--- config.mk ---
export PLATFORM = sky130hd
export DESIGN_NAME = ssd_scan_decoder
export DESIGN_NICKNAME = d
export VERILOG_FILES = /design/src/rtl/ssd_scan_decoder.sv
export SDC_FILE = /design/constraint.sdc
export NUM_CORES = 1
export LEC_CHECK = 0
export ABC_AREA = 1
export CAP_MARGIN = 40
export CORE_MARGIN = 5
export CORE_UTILIZATION = 45
export DETAILED_ROUTE_END_ITERATION = 12
export GPL_ROUTABILITY_DRIVEN = 0
export PLACE_DENSITY = 0.66
export REMOVE_ABC_BUFFERS = 1
export SYNTH_ARGS = -nofsm -noshare
export SYNTH_HDL_FRONTEND = slang
export SYNTH_SLANG_ARGS = --single-unit
--- constraint.sdc ---
create_clock -name clk -period 1.95 [get_ports clk]
set_clock_uncertainty 0.15 [all_clocks]
set_input_delay 0.195 -clock clk [delete_from_list [all_inputs] [get_ports clk]]
set_output_delay 0.195 -clock clk [all_outputs]
set_load 0.02 [all_outputs]
--- src/rtl/ssd_scan_decoder.sv ---
// ----------------------------------------------------------------------------
// ssd_scan_decoder
//   Receive side of a multiplexed seven-segment display bus. The segment and
//   anode lines are resynchronised and normalised to active-high. A digit is
//   accepted once its {seg, an} sample has been stable for STABLE_CYCLES
//   samples. Each accepted digit is decoded back to a hex nibble plus DP flag
//   and stored in the slot given by its one-hot anode. When every slot has been
//   seen, the assembled frame is published with a one-cycle valid pulse.
//
// Ports
//   clk           in   1          system clock, rising edge
//   rst_n         in   1          asynchronous reset, active low
//   ssd_seg       in   8          [7]=DP, [6:0]=g..a, asynchronous to clk
//   ssd_an        in   DIGITS     digit select, bit i = nibble slot i
//   frame_digits  out  4*DIGITS   digit i at [4i+3:4i], held between frames
//   frame_dp      out  DIGITS     DP flag per digit, held between frames
//   frame_valid   out  1          one-cycle pulse when frame_* update
//   frame_err     out  1          some slot of the published frame was undecodable
//   scan_lost     out  1          no digit accepted for TIMEOUT_CYCLES cycles
// ----------------------------------------------------------------------------
module ssd_scan_decoder #(
    parameter int DIGITS         = 4,
    parameter int STABLE_CYCLES  = 16,
    parameter int TIMEOUT_CYCLES = 65536,
    parameter bit SEG_ACTIVE_LOW = 1'b0,
    parameter bit AN_ACTIVE_LOW  = 1'b1
) (
    input  logic                  clk,
    input  logic                  rst_n,
    input  logic [7:0]            ssd_seg,
    input  logic [DIGITS-1:0]     ssd_an,
    output logic [4*DIGITS-1:0]   frame_digits,
    output logic [DIGITS-1:0]     frame_dp,
    output logic                  frame_valid,
    output logic                  frame_err,
    output logic                  scan_lost
);

    localparam int CNT_W  = $clog2(STABLE_CYCLES + 1);
    localparam int IDLE_W = $clog2(TIMEOUT_CYCLES + 1);

    // Raw-line levels that correspond to "not lit" / "not selected".
    localparam logic [7:0]        SEG_INV_MASK = SEG_ACTIVE_LOW ? 8'hFF : 8'h00;
    localparam logic [DIGITS-1:0] AN_INV_MASK  = {DIGITS{AN_ACTIVE_LOW}};
    localparam logic [DIGITS-1:0] AN_ONE       = DIGITS'(1);
    localparam logic [CNT_W-1:0]  CNT_LAST     = CNT_W'(STABLE_CYCLES - 1);
    localparam logic [IDLE_W-1:0] IDLE_LIMIT   = IDLE_W'(TIMEOUT_CYCLES);

    typedef enum logic [1:0] {
        ST_IDLE   = 2'd0,
        ST_SETTLE = 2'd1,
        ST_HELD   = 2'd2
    } state_t;

    // Returns {undecodable, nibble}; undecodable patterns map to nibble 0.
    function automatic logic [4:0] decode_seg(input logic [6:0] seg);
        logic [4:0] res;
        case (seg)
            7'h3F:   res = 5'h00;
            7'h06:   res = 5'h01;
            7'h5B:   res = 5'h02;
            7'h4F:   res = 5'h03;
            7'h66:   res = 5'h04;
            7'h6D:   res = 5'h05;
            7'h7D:   res = 5'h06;
            7'h07:   res = 5'h07;
            7'h7F:   res = 5'h08;
            7'h6F:   res = 5'h09;
            7'h77:   res = 5'h0A;
            7'h7C:   res = 5'h0B;
            7'h39:   res = 5'h0C;
            7'h5E:   res = 5'h0D;
            7'h79:   res = 5'h0E;
            7'h71:   res = 5'h0F;
            default: res = 5'h10;
        endcase
        return res;
    endfunction

    logic [7:0]          seg_meta_r, seg_sync_r, prev_seg_r;
    logic [DIGITS-1:0]   an_meta_r, an_sync_r, prev_an_r;
    logic [7:0]          seg_s;
    logic [DIGITS-1:0]   an_s;
    logic                onehot_s, same_s, accept_s;
    logic [4:0]          dec_s;
    state_t              state_r, state_nxt_s;
    logic [CNT_W-1:0]    cnt_r, cnt_nxt_s;
    logic [IDLE_W-1:0]   idle_r, idle_nxt_s;
    logic                timeout_s, complete_s;
    logic [DIGITS-1:0]   seen_r, seen_nxt_s, err_r, err_nxt_s;
    logic [DIGITS-1:0]   seen_base_s, err_base_s;
    logic [4*DIGITS-1:0] shadow_r;
    logic [DIGITS-1:0]   dp_shadow_r;
    logic [4*DIGITS-1:0] frame_digits_r;
    logic [DIGITS-1:0]   frame_dp_r;
    logic                frame_valid_r, frame_err_r, scan_lost_r;

    // Two-flop synchroniser; flops reset to the raw inactive level so the
    // normalised sample is all zero out of reset.
    always_ff @(posedge clk or negedge rst_n) begin
        if (!rst_n) begin
            seg_meta_r <= SEG_INV_MASK;
            seg_sync_r <= SEG_INV_MASK;
            an_meta_r  <= AN_INV_MASK;
            an_sync_r  <= AN_INV_MASK;
        end else begin
            seg_meta_r <= ssd_seg;
            seg_sync_r <= seg_meta_r;
            an_meta_r  <= ssd_an;
            an_sync_r  <= an_meta_r;
        end
    end

    assign seg_s    = seg_sync_r ^ SEG_INV_MASK;
    assign an_s     = an_sync_r ^ AN_INV_MASK;
    assign onehot_s = (an_s != '0) && ((an_s & (an_s - AN_ONE)) == '0);
    assign same_s   = (seg_s == prev_seg_r) && (an_s == prev_an_r);
    assign dec_s    = decode_seg(seg_s[6:0]);

    // Previous normalised sample, used for the stability comparison.
    always_ff @(posedge clk or negedge rst_n) begin
        if (!rst_n) begin
            prev_seg_r <= 8'h00;
            prev_an_r  <= '0;
        end else begin
            prev_seg_r <= seg_s;
            prev_an_r  <= an_s;
        end
    end

    // Stability FSM next-state: cnt counts consecutive identical samples,
    // the sample that first shows a new pattern counting as 1.
    always_comb begin
        state_nxt_s = state_r;
        cnt_nxt_s   = cnt_r;
        accept_s    = 1'b0;
        case (state_r)
            ST_IDLE: begin
                if (onehot_s) begin
                    state_nxt_s = ST_SETTLE;
                    cnt_nxt_s   = CNT_W'(1);
                end else begin
                    state_nxt_s = ST_IDLE;
                end
            end
            ST_SETTLE: begin
                if (!same_s) begin
                    if (onehot_s) begin
                        cnt_nxt_s = CNT_W'(1);
                    end else begin
                        state_nxt_s = ST_IDLE;
                        cnt_nxt_s   = CNT_W'(0);
                    end
                end else if (cnt_r == CNT_LAST) begin
                    accept_s    = 1'b1;
                    state_nxt_s = ST_HELD;
                    cnt_nxt_s   = cnt_r + CNT_W'(1);
                end else begin
                    cnt_nxt_s = cnt_r + CNT_W'(1);
                end
            end
            ST_HELD: begin
                // A long dwell stays here, so one pattern yields one accept.
                if (!same_s) begin
                    if (onehot_s) begin
                        state_nxt_s = ST_SETTLE;
                        cnt_nxt_s   = CNT_W'(1);
                    end else begin
                        state_nxt_s = ST_IDLE;
                        cnt_nxt_s   = CNT_W'(0);
                    end
                end else begin
                    state_nxt_s = ST_HELD;
                end
            end
            default: begin
                state_nxt_s = ST_IDLE;
                cnt_nxt_s   = CNT_W'(0);
            end
        endcase
    end

    // Stability FSM state register.
    always_ff @(posedge clk or negedge rst_n) begin
        if (!rst_n) begin
            state_r <= ST_IDLE;
            cnt_r   <= '0;
        end else begin
            state_r <= state_nxt_s;
            cnt_r   <= cnt_nxt_s;
        end
    end

    // Frame bookkeeping: seen/err masks restart after a published frame or a
    // timeout; an accept in that same cycle belongs to the new frame.
    always_comb begin
        complete_s = &seen_r;
        if (accept_s) begin
            idle_nxt_s = '0;
        end else if (idle_r == IDLE_LIMIT) begin
            idle_nxt_s = idle_r;
        end else begin
            idle_nxt_s = idle_r + IDLE_W'(1);
        end
        timeout_s = !accept_s && (idle_nxt_s == IDLE_LIMIT);
        if (complete_s || timeout_s) begin
            seen_base_s = '0;
            err_base_s  = '0;
        end else begin
            seen_base_s = seen_r;
            err_base_s  = err_r;
        end
        if (accept_s) begin
            seen_nxt_s = seen_base_s | an_s;
            err_nxt_s  = (err_base_s & ~an_s) | (an_s & {DIGITS{dec_s[4]}});
        end else begin
            seen_nxt_s = seen_base_s;
            err_nxt_s  = err_base_s;
        end
    end

    // Masks, idle counter, and the scan-lost level.
    always_ff @(posedge clk or negedge rst_n) begin
        if (!rst_n) begin
            seen_r      <= '0;
            err_r       <= '0;
            idle_r      <= '0;
            scan_lost_r <= 1'b0;
        end else begin
            seen_r <= seen_nxt_s;
            err_r  <= err_nxt_s;
            idle_r <= idle_nxt_s;
            if (accept_s) begin
                scan_lost_r <= 1'b0;
            end else if (timeout_s) begin
                scan_lost_r <= 1'b1;
            end else begin
                scan_lost_r <= scan_lost_r;
            end
        end
    end

    // Shadow slots written by accepts; undecodable patterns store nibble 0.
    always_ff @(posedge clk or negedge rst_n) begin
        if (!rst_n) begin
            shadow_r    <= '0;
            dp_shadow_r <= '0;
        end else begin
            for (int i = 0; i < DIGITS; i++) begin
                if (accept_s && an_s[i]) begin
                    shadow_r[4*i +: 4] <= dec_s[3:0];
                    dp_shadow_r[i]     <= seg_s[7];
                end
            end
        end
    end

    // Published frame, loaded the cycle after the last slot was seen.
    always_ff @(posedge clk or negedge rst_n) begin
        if (!rst_n) begin
            frame_digits_r <= '0;
            frame_dp_r     <= '0;
            frame_err_r    <= 1'b0;
            frame_valid_r  <= 1'b0;
        end else if (complete_s) begin
            frame_digits_r <= shadow_r;
            frame_dp_r     <= dp_shadow_r;
            frame_err_r    <= |err_r;
            frame_valid_r  <= 1'b1;
        end else begin
            frame_valid_r  <= 1'b0;
        end
    end

    assign frame_digits = frame_digits_r;
    assign frame_dp     = frame_dp_r;
    assign frame_valid  = frame_valid_r;
    assign frame_err    = frame_err_r;
    assign scan_lost    = scan_lost_r;

endmodule

==> flow_metrics.tcl <==
set metrics [dict create \
    status "complete, but fails checks" \
    violations "setup timing" \
    synthAdderAreaFrac_pct 1.01 \
    drv_cap 0 \
    regArea_um2 2790 \
    synth_top_family_by_area "simple AND/OR/NAND/NOR gates" \
    placed_cell_area_um2 6060 \
    ir_drop_mv 0.416 \
    power_density_nw_per_um2 582 \
    async_reset_ff_share_pct 100 \
    vias_per_cell 4.90 \
    clock.fmax_mhz 437 \
    cp_max_fo 5 \
    final_cells 867 \
    hold_violations 0 \
    p_leak_nw 3.45 \
    ys_dominant_reg_cell "dfrtp_1" \
    track_usage_pct 17.9 \
    slew_violations 0 \
    drtAntennaViolNets 0 \
    worst_r2r_path_depth 14 \
    area_delta_synth_final_pct 40.5 \
    start_util_pct 45.9 \
    final_cell_area_um2 6960 \
    die_w_um 115 \
    final_cell_mix "nand2_1, dfrtp_1, buf_4" \
    reg2reg_setup_slack_ns -0.34 \
    synthMuxAreaShare_pct 0 \
    clk_path_buf_depth 2 \
    grt_start_max_net_pins 48 \
    cts_tree "yes" \
    crit-reg2reg-launch "idle_r[0]" \
    min_path_type "in2reg" \
    seq_area_frac_synth_pct 56.3 \
    placementRows 38 \
    dp_hpwl_um 7750 \
    fp.coreArea_um2 10800 \
    yosys.area.top_type_share_pct 52.0 \
    htreeDepth 3 \
    multi_input_area_um2 2270 \
    yosys_warnings 0 \
    min_period_ns 2.29 \
    setup_violations 35 \
    synth_area_um2 4950 \
    cts_made_buffers 9 \
    place_inst 828 \
    synth-compound-area-share_pct 5.03 \
    drt_drc_violations_left 0 \
    r2r_end "err_r[0]" \
    synth-seq-cells 111 \
    num_io_pins 37 \
    fin_crit_sh_pct 117 \
    die_area_um2 13200 \
    clockRootBuffer "clkbuf_8" \
    synth.distinct_cells 31 \
    clk_pin_slew_ns 0.12 \
    tightest_slew_ns 0.539 \
    synthTopCellsByArea "dfrtp_1, nand2_1, inv_1" \
    synth_top_area_cell "dfrtp_1" \
    cts.sinks 111 \
    holdPathStages 1 \
    wl_um 11700 \
    slew_headroom_pct 64.0 \
    netlist_instances 578 \
    port_buffers 36 \
    synth_edf_count 0 \
    arrival_ns 2.40 \
    insertion_delay_ns 0.38 \
    rsz0062_at_grt "true" \
    crit_type "reg2reg" \
    layout.nets 740 \
    synthSimpleGateAreaFrac_pct 27.9 \
    setup.worst_path.end_class "register" \
    n_antenna_cell 0 \
    synth-xor-area-share_pct 2.48 \
    setup.worst_path.start_class "register" \
    mostFrequentLayoutCell "nand2_1" \
    fillerInstances 885 \
    drive_gt1_share_pct 35.1 \
    hp-start "ssd_an[3]" \
    wl_per_cell_um 13.5 \
    first_global_vias 4278 \
    whs_endpoint "an_meta_r[3]" \
    setup_ws_ns -0.337 \
    die_y_um 115 \
    antenna_found_initial 0 \
    setup.worst_path.start "idle_r[0]" \
    overflow 0 \
    synth.avg_cell_area_um2 8.57 \
    cp.required_ns 2.06 \
    routed-via-count 4248 \
    grt_pass1_wl_um 19000 \
    drt_pre_antenna_iters 6 \
    drt-initial-drc-count 276 \
]
## critical path, stage by stage, from the launching register on
cell and delay, ns:
dfrtp_2 0.46, buf_6 0.13, inv_1 0.06, ha_2 0.17, nand4_1 0.10, nor2_2 0.15
nand2_2 0.09, nand2_2 0.07, nand2_2 0.07, o21ai_4 0.17, nand3_2 0.10, nor2_4 0.18
nand2_4 0.10, nand3_1 0.08, nand2_1 0.05
## flip-flops by register name (all words and copies together), names as in the netlist, 5 cells and up
register / count
cnt_r: 5
frame_digits: 16
idle_r: 17
prev_seg_r: 8
seg_meta_r: 8
seg_s: 8
shadow_r: 16
## cell usage after synthesis (3+ instances only)
cell type / number
nand2_1: 192
dfrtp_1: 103
inv_1: 70
nand3_1: 41
nor2_1: 38
o21ai_0: 17
o21ai_1: 17
xor2_1: 12
nor3_1: 10
nand4_1: 9
dfstp_2: 8
nor4_1: 8
nor2_2: 7
clkbuf_1: 6
buf_6: 5
inv_2: 5
a21oi_1: 4
ha_1: 4
nand2_2: 4
nor2_4: 3
o22ai_1: 3
## routing by layer
layer / track usage (%) / share of wire (%) / vias to the layer above
met5: 0 / 0 / -
met4: 7.36 / 2.2 / 0
met3: 3.58 / 4.8 / 18
met2: 30.9 / 50 / 104
met1: 22.0 / 42 / 2014
li1: - / - / 2112
## report_power, final
part	switching [W]	leakage [nW]	internal, W
sequential	0.0000324	1.44	0.00236
combinational	0.000216	1.93	0.000174
clock	0.000793	0.0858	0.000481
total	0.00104	3.45	0.00301
## worst max-delay path by stage
stage	end	slack [ns]
floorplan	seen_r[2]	-0.15
global placement	seen_r[0]	-0.22
detailed placement	seen_r[0]	-0.30
CTS	err_r[3]	-0.27
global route	seen_r[3]	-0.50
finish	err_r[0]	-0.34
## what timing repair did
item | in CTS | in global routing
endpoints found under the hold margin | 84 | 0
cloned | 2 | 0
setup buffers | 18 | 4
endpoints found under the setup margin | 35 | 51
hold buffers | 1 | 0
pin swaps | 17 | 30
gates resized for setup | 53 | 115
## cells by family (layout without fill, tap and decap cells)
| group | after synthesis | after routing |
|---|---|---|
| and+or+nand+nor | 317 | 318 |
| adders and majority gates | 4 | 4 |
| xor gates and xnor gates | 14 | 14 |
| DFF | 111 | 111 |
| AOI/OAI and AO/OA | 46 | 46 |
| buffers and inverters | 86 | 234 |
## per-stage QoR
step | hold slack [ns] | setup slack (ns) | total power [W] | setup TNS [ns] | utilization (%)
floorplan | -0.251 | -0.149 | 0.00256 | -1.81 | -
global placement | 0.000947 | -0.218 | 0.00273 | -3.65 | 56.1
detailed placement | 0.00665 | -0.305 | 0.00274 | -5.15 | 56.1
CTS | 0.0492 | -0.273 | 0.00404 | -4.45 | 60.8
global route | 0.0419 | -0.501 | 0.00423 | -11.81 | 64.5
finish | 0.0684 | -0.337 | 0.00405 | -6.09 | 64.5
## cell type report
class                   instances  area share [%]
clock buffers                  11            1.89
clock inverters                 5           0.593
inverters                      75            4.21
multi-input cells             382            32.6
flip-flops and latches        111            40.1
well taps                     140            2.52
repair buffers                142            18.1
repair inverters                1           0.108
No activity file was read; power rests on OpenSTA's default activity.
